### src/rtl/mcs4_bus_arbiter.sv
`default_nettype none
// +--------------------------------------------------------------------------+
// | mcs4_bus_arbiter: MCS-4 phase tracker and fixed-priority data-bus arbiter |
// | Optional feature macro MCS4_BUS_ERR_EN adds conflict error counters. Rev 1.0 |
// +--------------------------------------------------------------------------+
module mcs4_bus_arbiter #(
  parameter int unsigned        N_REQ      = 4,
  parameter logic [8*N_REQ-1:0] PHASE_MASK = {N_REQ{8'hFF}},
  parameter int unsigned        RESYNC     = 1
) (
  input  logic                 sysclk,
  input  logic                 poc_pad,
  input  logic                 clk2_pad,
  input  logic                 sync_pad,
  input  logic [N_REQ-1:0]     req,
  input  logic [4*N_REQ-1:0]   req_data,
`ifdef MCS4_BUS_ERR_EN
  input  logic                 err_clear,
  output logic                 err_sticky,
  output logic [7:0]           err_count,
`endif
  output logic [N_REQ-1:0]     grant,
  output logic [3:0]           data_out,
  output logic                 data_dir,
  output logic [2:0]           phase,
  output logic                 phase_valid,
  output logic                 conflict
);

  localparam logic [2:0] PH_A1 = 3'd0;
  localparam logic [2:0] PH_X3 = 3'd7;

  logic clk2_s0_d, clk2_s0_q;
  logic sync_s0_d, sync_s0_q;
  logic clk2_prev_d, clk2_prev_q;
  logic clk2_smp, sync_smp;
  logic clk2_rise;

  always_comb begin
    clk2_s0_d   = clk2_pad;
    sync_s0_d   = sync_pad;
    clk2_prev_d = clk2_smp;
  end

  // Pad samplers carry no state worth resetting; they flush within a few cycles.
  always_ff @(posedge sysclk) begin
    clk2_s0_q   <= clk2_s0_d;
    sync_s0_q   <= sync_s0_d;
    clk2_prev_q <= clk2_prev_d;
  end

  generate
    if (RESYNC != 0) begin : g_resync
      logic clk2_s1_q, sync_s1_q;
      always_ff @(posedge sysclk) begin
        clk2_s1_q <= clk2_s0_q;
        sync_s1_q <= sync_s0_q;
      end
      assign clk2_smp = clk2_s1_q;
      assign sync_smp = sync_s1_q;
    end else begin : g_direct
      assign clk2_smp = clk2_s0_q;
      assign sync_smp = sync_s0_q;
    end
  endgenerate

  assign clk2_rise = clk2_smp & ~clk2_prev_q;

  logic [2:0] phase_d, phase_q;
  logic       phase_valid_d, phase_valid_q;

  always_comb begin
    phase_d       = phase_q;
    phase_valid_d = phase_valid_q;
    if (clk2_rise) begin
      if (sync_smp) begin
        phase_d       = PH_A1;
        phase_valid_d = 1'b1;
      end else begin
        phase_d = phase_q + 3'd1;
      end
    end
  end

  always_ff @(posedge sysclk) begin
    if (poc_pad) begin
      phase_q       <= PH_X3;
      phase_valid_q <= 1'b0;
    end else begin
      phase_q       <= phase_d;
      phase_valid_q <= phase_valid_d;
    end
  end

  logic [N_REQ-1:0] eligible;
  logic [3:0]       nib [N_REQ];

  generate
    for (genvar gi = 0; gi < N_REQ; gi++) begin : g_elig
      localparam logic [7:0] SLICE = PHASE_MASK[8*gi +: 8];
      assign eligible[gi] = req[gi] & SLICE[phase_q] & phase_valid_q;
      assign nib[gi]      = req_data[4*gi +: 4];
    end
  endgenerate

  logic [N_REQ-1:0] grant_d, grant_q;
  logic [3:0]       data_out_d, data_out_q;
  logic             data_dir_d, data_dir_q;
  logic             conflict_d, conflict_q;
  logic [3:0]       elig_cnt;

  // Scan from the top down so the lowest eligible index is the last writer.
  always_comb begin
    grant_d    = '0;
    data_out_d = '0;
    elig_cnt   = '0;
    for (int i = int'(N_REQ) - 1; i >= 0; i--) begin
      if (eligible[i]) begin
        grant_d    = '0;
        grant_d[i] = 1'b1;
        data_out_d = nib[i];
      end
      elig_cnt = elig_cnt + {3'd0, eligible[i]};
    end
    data_dir_d = |grant_d;
    conflict_d = (elig_cnt > 4'd1);
  end

  always_ff @(posedge sysclk) begin
    if (poc_pad) begin
      grant_q    <= '0;
      data_out_q <= '0;
      data_dir_q <= 1'b0;
      conflict_q <= 1'b0;
    end else begin
      grant_q    <= grant_d;
      data_out_q <= data_out_d;
      data_dir_q <= data_dir_d;
      conflict_q <= conflict_d;
    end
  end

  assign grant       = grant_q;
  assign data_out    = data_out_q;
  assign data_dir    = data_dir_q;
  assign phase       = phase_q;
  assign phase_valid = phase_valid_q;
  assign conflict    = conflict_q;

`ifdef MCS4_BUS_ERR_EN
  logic [7:0] err_count_d, err_count_q;
  logic       err_sticky_d, err_sticky_q;

  // A clear coinciding with a conflict restarts the count at that conflict.
  always_comb begin
    err_count_d  = err_count_q;
    err_sticky_d = err_sticky_q;
    if (err_clear) begin
      err_count_d  = {7'd0, conflict_d};
      err_sticky_d = conflict_d;
    end else if (conflict_d) begin
      err_sticky_d = 1'b1;
      if (err_count_q != 8'hFF) begin
        err_count_d = err_count_q + 8'd1;
      end
    end
  end

  always_ff @(posedge sysclk) begin
    if (poc_pad) begin
      err_count_q  <= '0;
      err_sticky_q <= 1'b0;
    end else begin
      err_count_q  <= err_count_d;
      err_sticky_q <= err_sticky_d;
    end
  end

  assign err_count  = err_count_q;
  assign err_sticky = err_sticky_q;
`endif

endmodule
`default_nettype wire

### config.mk
export PLATFORM = sky130hd
export DESIGN_NAME = mcs4_bus_arbiter
export DESIGN_NICKNAME = d
export VERILOG_FILES = /design/src/rtl/mcs4_bus_arbiter.sv
export SDC_FILE = /design/constraint.sdc
export NUM_CORES = 1
export LEC_CHECK = 0
export ABC_CLOCK_PERIOD_IN_PS = 1700
export BUFFER_PORTS_ARGS = -buffer_cell sky130_fd_sc_hd__buf_2
export CORE_UTILIZATION = 42
export CTS_CLUSTER_SIZE = 16
export DETAILED_ROUTE_END_ITERATION = 6
export PLACE_DENSITY_LB_ADDON = 0.2
export SETUP_SLACK_MARGIN = 0.4
export SYNTH_ARGS = -nofsm -noshare
export SYNTH_HDL_FRONTEND = slang
export SYNTH_SLANG_ARGS = --single-unit
### constraint.sdc
create_clock -name sysclk -period 1.7 [get_ports sysclk]
set_input_delay 0.425 -clock sysclk [delete_from_list [all_inputs] [get_ports sysclk]]
set_output_delay 0.425 -clock sysclk [all_outputs]
set_load 0.02 [all_outputs]
# Word level (Yosys, flattened, before mapping)
# Memories as Yosys holds them, arrays and structs flattened. A register that Yosys moved wholly into a read port is not among the register bits.
# Index checks and enable logic that the tools add are counted.
# totals
in_bits,24
out_inout_bits,14
n_memories,1
wordCells,42
mem_bits_ro,8
register_bits,19
# mem_list
memory,depth,word_bits,read_ports,rd_ports_with_merged_regs,wr,line,text
(name not given),8,1,1,1,0,101,assign eligible[gi] = req[gi] & SLICE[phase_q] & phase_valid_q;
# op_classes
order_cmp,2
reduce_logical,2
bitwise_logic,10
add_sub_neg,4
n_mux,12
# ops
cell,n
$mux W4,8
$and A1 B1 Y1,9
$mux W3,3
$add A3 B1 Y4,1
$gt A4 B1 Y1 const B,1
$lt A3 B4 Y1 const B,1
$reduce_or A4 Y1,1
$add A2 B1 Y3,1
$add A3 B1 Y3 const B,1
$add A1 B1 Y2,1
$reduce_and A2 Y1,1
$mux W1,1
$not A1 Y1,1

# Depth between registers and ports, before layout
# Gate-level depths: netlist (run 1).
# depth
ltp_word,9
ltp_mapped,5
mapped_depth_nobuf,4

# Worst setup path after synthesis (run 1)
# OpenSTA, ideal clock, no wires.
# synth_timing
kind,input -> register
from,in req[0]
to,reg conflict_q (netlist: conflict)
path_slack_ps,141
required_ps,1585
cell_stages,5
n_path_buf,1
setup_ps,115
t_arrival_ps,1444
path_cell_list,clkbuf_1 > and2_1 > fa_1 > a31oi_1 > nor2_1
# synth_via
elab_chain_cells,4
# synth_lines
element,line,text
from (decl),15,"input logic [N_REQ-1:0] req,"
$and A1 B1 Y1 (2 in a row),101,
via eligible[0],95,logic [N_REQ-1:0] eligible;
$add A3 B1 Y4,123,"elig_cnt = elig_cnt + {3'd0, eligible[i]};"
$gt A4 B1 Y1,126,conflict_d = (elig_cnt > 4'd1);
to (signal assigned),139,conflict_q <= conflict_d;
to (decl),109,"logic conflict_d, conflict_q;"
# The timed path passes the listed nets, and every way through them passes these cells.
# A chain may end at the register's enable or synchronous reset.

# Worst setup path in the final report (run 1)
# layout_timing
from,reg phase_valid_q (netlist: phase_valid)
to,out phase_valid
# layout_rtl
element,line,text
from (decl),70,"logic phase_valid_d, phase_valid_q;"
from (signal assigned),91,phase_valid_q <= phase_valid_d;
to (decl),26,"output logic phase_valid,"
# No word-level cell between the ends.

==> results of run 1 <==
what timing repair did:
item,CTS,global route
hold endpoints to repair,0,0
buffers inserted,1,0
setup endpoints to repair,1,4
resized for setup,4,2
pin swaps,0,1
routing by layer:
layer / GRT usage [%] / wire, um
met5: 0 / 0
met4: 9.375 / 13
met2: 29.85 / 698
met3: 6.667 / 72
met1: 21.24 / 704
cells in the final DEF, fill, tap and decap left out, drive strengths merged:
cell,count
buf,41
dfxtp,19
a21oi,6
nor3,5
o21ai,5
nor2,4
nand2,4
nor2b,4
a32o,4
clkbuf,4
and2,4
a211o,3
and2b,2
nor3b,2
nand2b,2
a31oi,1
and3,1
nor4b,1
and4b,1
fa,1
ha,1
path summary, 6_finish.rpt:
| kind | start | to | slack, ns | cells after the start |
|---|---|---|---|---|
| hold / removal | clk2_pad | clk2_s0_q$_DFF_P_ | 0.24 | 1 |
| setup reg to reg | phase_valid$_SDFFE_PP0P_ | conflict$_SDFF_PP0_ | 0.48 | 4 |
| hold reg to reg | sync_s0_q$_DFF_P_ | g_resync.sync_s1_q$_DFF_P_ | 0.33 | 0 |
| setup / recovery | phase_valid$_SDFFE_PP0P_ | phase_valid | 0.41 | 2 |
cell type report:
cell class              instances  area (um^2)
clock buffers                   4        26.28
fillers                       142        574.3
multi-input cells              51        345.3
flip-flops and latches         19        382.9
well taps                      16        20.02
repair buffers                 41        227.7
stage by stage:
step	cells	hold WS, ns
2_1_floorplan	73	0.3096
3_3_place_gp	126	0.3113
3_5_place_dp	126	0.3121
4_1_cts	131	0.2218
5_1_grt	131	0.2016
6_report	131	0.2366
critical path, stage by stage, from the launching register on:
cell and delay [ns]:
dfxtp_2 0.35, buf_6 0.12, buf_6 0.12
cell families (layout without fill, tap and decap cells):
logic type / count (synthesis) / after routing / share of synthesized area [%]
and+or+nand+nor: 30 / 30 / 24.57
AOI/OAI and AO/OA: 19 / 19 / 17.41
buffers and inverters: 3 / 45 / 1.706
DFF: 19 / 19 / 51.88
adders and majority gates: 2 / 2 / 4.437
report_power, final:
group,switching (uW),internal [uW]
Sequential,10.2,463
Clock,129,91.2
Combinational,58.2,60.2
Total,197,614
==> run_results.csv, run 1 <==
group,metric,value,unit
grt,grt_pass1_wl,2525,um
grt,overflow,0,
logic_synthesis,synth_most_common_cell,"dfxtp_1",
layout,final_area,1002,um^2
detailed_routing,routed_wirelength,1489,um
clock_tree,cts_buffers,3,
detailed_routing,drc,2,
power_and_ir_drop,ir_worst_vdd,0.4676,mV
place,place_worst_setup_slack,0.1811,ns
place,gp_congestion,0.8691,
clock_tree,cts_hold_buf,0,
critical_path,worst_setup_path_end_kind,"primary output",
floorplanning,die_area,1917,um^2
layout,n_antenna_cell,0,
logic_synthesis,synth_nets,99,
detailed_routing,ant_nets,0,
clock_tree,clk_latency,0.29,ns
logic_synthesis,synth-main-ff-cell,"dfxtp_1",
clock_tree,cts_max_level,1,
floorplanning,die_y,43.78,um
clock_tree,cts_tree,"built",
layout,synthToLayoutAreaGrowth,36.69,%
grt,grt_pass1_vias,611,
logic_synthesis,synth_common_cells,"dfxtp_1 (19), a21oi_1 (6), nor3_1 (5), o21ai_0 (5)",
logic_synthesis,ys_seq_area_share,51.88,%
critical_path,crit_type,"flip-flop to primary output",
logic_synthesis,synth.ff_latch_count,19,
floorplanning,ios,38,
logic_synthesis,synth_area_leaders,"dfxtp_1 (52%), a32o_1 (5.5%), a21oi_1 (4.1%)",
timing,maxSlewHeadroom,82.91,%
clock_tree,clkSlewWorstSetupHoldPaths,0.09,ns
power_and_ir_drop,power,811.3,uW
hold_path,hold_path.class,"input pin to flip-flop",
power_and_ir_drop,p_leak,0.0004837,uW
critical_path,cp_max_fo,4,
grt,antenna_found_initial,0,
logic_synthesis,syn_inst,73,
place,port_buffers,37,
floorplanning,die_w,43.78,um
timing,fmax,776.6,MHz
logic_synthesis,synth_top_area_share,51.88,%
place,dp_hpwl,1119,um
timing,worstMarginPinSlew,0.2528,ns
logic_synthesis,syn_area,733.2,um^2
logic_synthesis,ys_warn_count,0,
layout,layout-drive-gt1-share,42.61,%
layout,nets,142,
clock_tree,clockBufferDepth,2,
detailed_routing,avgRoutedWirePerCell,11.37,um
power_and_ir_drop,power_density,809.6,nW/um^2
outcome,status,"complete, but fails checks",
timing,setup_viol,0,
logic_synthesis,avgSynthCellArea,10.04,um^2
timing,period_share,75.74,%
timing,rsz0062_at_grt,"true",
detailed_routing,via_count,669,
floorplanning,coreArea,1577,um^2
critical_path,crit_required,1.27,ns
grt,grt.total_usage,18.43,%
timing,finalMaxSlewViolations,0,
timing,skew,0.01204,ns
detailed_routing,vias_per_cell,5.107,
detailed_routing,firstDrtPassIters,6,
clock_tree,cts_num_sinks,19,
timing,worst_slack,0.4124,ns
timing,period_needed,1.288,ns
logic_synthesis,synth.distinct_cells,22,
clock_tree,cts_root_buf,"clkbuf_4",
place,dpl_cell_area,953.4,um^2
floorplanning,initial_core_util,46.51,%
logic_synthesis,synth_edf_count,0,
timing,finalSetupTns,0,ns
logic_synthesis,ys_async_sr_fraction,0,%
detailed_routing,first_iter_violations,7,
layout,utilization,63.57,%
critical_path,startpoint_type,"flip-flop",
critical_path,worstPathArrival,0.86,ns
logic_synthesis,synth_area_leader_cell,"dfxtp_1",
outcome,violations,"DRC",
job,max-cap-violations,0,
floorplanning,row_count,14,
timing,hold_violations,0,
grt,grt_max_degree,13,
No activity file was read; power rests on OpenSTA's default activity.
==> run 2: changes to the inputs <==
ABC_CLOCK_PERIOD_IN_PS = 1280   (was 1700)
clock period = 1.28 ns   (was 1.7 ns; I/O delays follow)
==> run_results.csv, run 2 (same netlist as run 1, synthesis figures left out) <==
group,metric,value,unit
timing,worst_slack,-0.02050,ns
clock_tree,cts_buffers,3,
timing,rsz0062_at_grt,"true",
critical_path,worstPathCellList,"and2_4 -> fa_1 -> a31oi_1 -> nor2_1",
place,dp_hpwl,1266,um
clock_tree,cts_hold_buf,0,
layout,final_area,1267,um^2
layout,synthToLayoutAreaGrowth,72.87,%
timing,setup_viol,1,
grt,overflow,0,
timing,worstMarginPinSlew,0.2395,ns
floorplanning,die_area,1917,um^2
timing,maxSlewHeadroom,83.97,%
timing,hold_ws,0.1066,ns
timing,period_share,101.6,%
detailed_routing,firstDrtPassIters,6,
grt,grt_pass1_vias,635,
detailed_routing,ant_nets,0,
floorplanning,coreArea,1577,um^2
layout,fillerInstances,101,
floorplanning,die_y,43.78,um
clock_tree,clk_latency,0.30,ns
detailed_routing,avgRoutedWirePerCell,14.88,um
detailed_routing,vias_per_cell,5.428,
critical_path,slowest_stage,"fa_1",
critical_path,reg2reg_to,"conflict$_SDFF_PP0_",
floorplanning,ios,38,
floorplanning,initial_core_util,46.51,%
clock_tree,clkSlewWorstSetupHoldPaths,0.12,ns
power_and_ir_drop,power_density,932.3,nW/um^2
critical_path,crit_type,"flip-flop to flip-flop",
place,gp_congestion,0.8280,
clock_tree,cts_num_sinks,19,
layout,n_antenna_cell,0,
clock_tree,cts_max_level,1,
layout,utilization,80.40,%
layout,layout_common_cells,"buf_2 (23), buf_6 (18), dfxtp_2 (13), buf_4 (7)",
place,dpl_cell_area,989.7,um^2
timing,period_needed,1.301,ns
detailed_routing,routed_wirelength,2054,um
critical_path,worst_setup_path_end_kind,"flip-flop",
layout,layout-drive-gt1-share,70.49,%
detailed_routing,first_iter_violations,18,
hold_path,whs_endpoint,"sync_s0_q$_DFF_P_",
job,max-cap-violations,0,
outcome,status,"complete, but fails checks",
hold_path,hold_path.class,"input pin to flip-flop",
critical_path,startpoint_type,"flip-flop",
timing,finalMaxSlewViolations,0,
clock_tree,cts_root_buf,"clkbuf_4",
critical_path,max_stage_delay,0.46,ns
floorplanning,row_count,14,
clock_tree,cts_tree,"built",
critical_path,r2r-start,"phase_valid$_SDFFE_PP0P_",
critical_path,worstPathArrival,1.50,ns
hold_path,min-delay-start,"sync_pad",
timing,fmax,768.9,MHz
hold_path,hold_depth,1,
layout,nets,149,
detailed_routing,via_count,749,
grt,grt.total_usage,22.11,%
timing,skew,0.01109,ns
floorplanning,die_w,43.78,um
grt,grt_max_degree,13,
timing,hold_violations,0,
place,port_buffers,37,
critical_path,r2r_slack,-0.02,ns
critical_path,ff2ff_path_depth,4,
place,place_worst_setup_slack,-0.06546,ns
outcome,violations,"DRC, setup timing",
critical_path,crit_required,1.48,ns
power_and_ir_drop,ir_worst_vdd,0.7558,mV
detailed_routing,drc,1,
clock_tree,clockBufferDepth,2,
critical_path,cp_max_fo,4,
grt,grt_pass1_wl,3036,um
layout,layout_commonest_cell,"buf_2",
grt,antenna_found_initial,0,
power_and_ir_drop,p_leak,0.0005872,uW
[run 2: cell type report]
type	instances	area (um^2)	share of cell area, %
multi-input combinational	51	441.7	34.85
sequential	19	407.9	32.18
timing repair buffer	48	370.4	29.22
clock buffer	3	22.52	1.777
tap	16	20.02	1.579
clock inverter	1	5.005	0.3949
[run 2: what timing repair did]
item,CTS,global route
pin swaps,2,15
resized for setup,44,18
buffers inserted,5,2
hold endpoints to repair,0,0
setup endpoints to repair,27,28
[run 2: where the power goes]
group / total (uW) / internal, uW / switching (uW)
Sequential: 637 / 615 / 22.9
Combinational: 231 / 127 / 103
Clock: 314 / 116 / 197
[run 2: worst max-delay path by stage]
stage                             startpoint             endpoint  slack [ns]  cells after the start
floorplan                             req[0]  conflict$_SDFF_PP0_       -0.05                      5
global placement                      req[1]  conflict$_SDFF_PP0_       -0.06                      5
detailed placement                    req[1]  conflict$_SDFF_PP0_       -0.07                      5
CTS                 phase_valid$_SDFFE_PP0P_  conflict$_SDFF_PP0_        0.02                      4
global route        phase_valid$_SDFFE_PP0P_  conflict$_SDFF_PP0_       -0.08                      4
finish              phase_valid$_SDFFE_PP0P_  conflict$_SDFF_PP0_       -0.02                      4
[run 2: routing by layer]
layer	global-route usage, %	wire, um	vias to the layer above
met3	4.583	102	8
met1	27.84	841	351
met4	13.13	74	0
li1	-	-	363
met5	0	0	-
met2	34.63	1036	27
[run 2: stage by stage]
step	total power [uW]	cells	TNS, ns
floorplan	736.0	73	-0.05325
global placement	796.2	127	-0.05703
detailed placement	802.7	127	-0.06546
CTS	1143	136	0
global route	1240	138	-0.08028
finish	1182	138	-0.02050
[run 2: worst max-delay path, delay by kind of cell, from the launching register on]
kind	cells	cell delay [ns]
AO/OA/AOI/OAI	1	0.17
flip-flops	1	0.38
AND/OR/NAND/NOR	2	0.19
adder cells (fa/ha/maj)	1	0.46
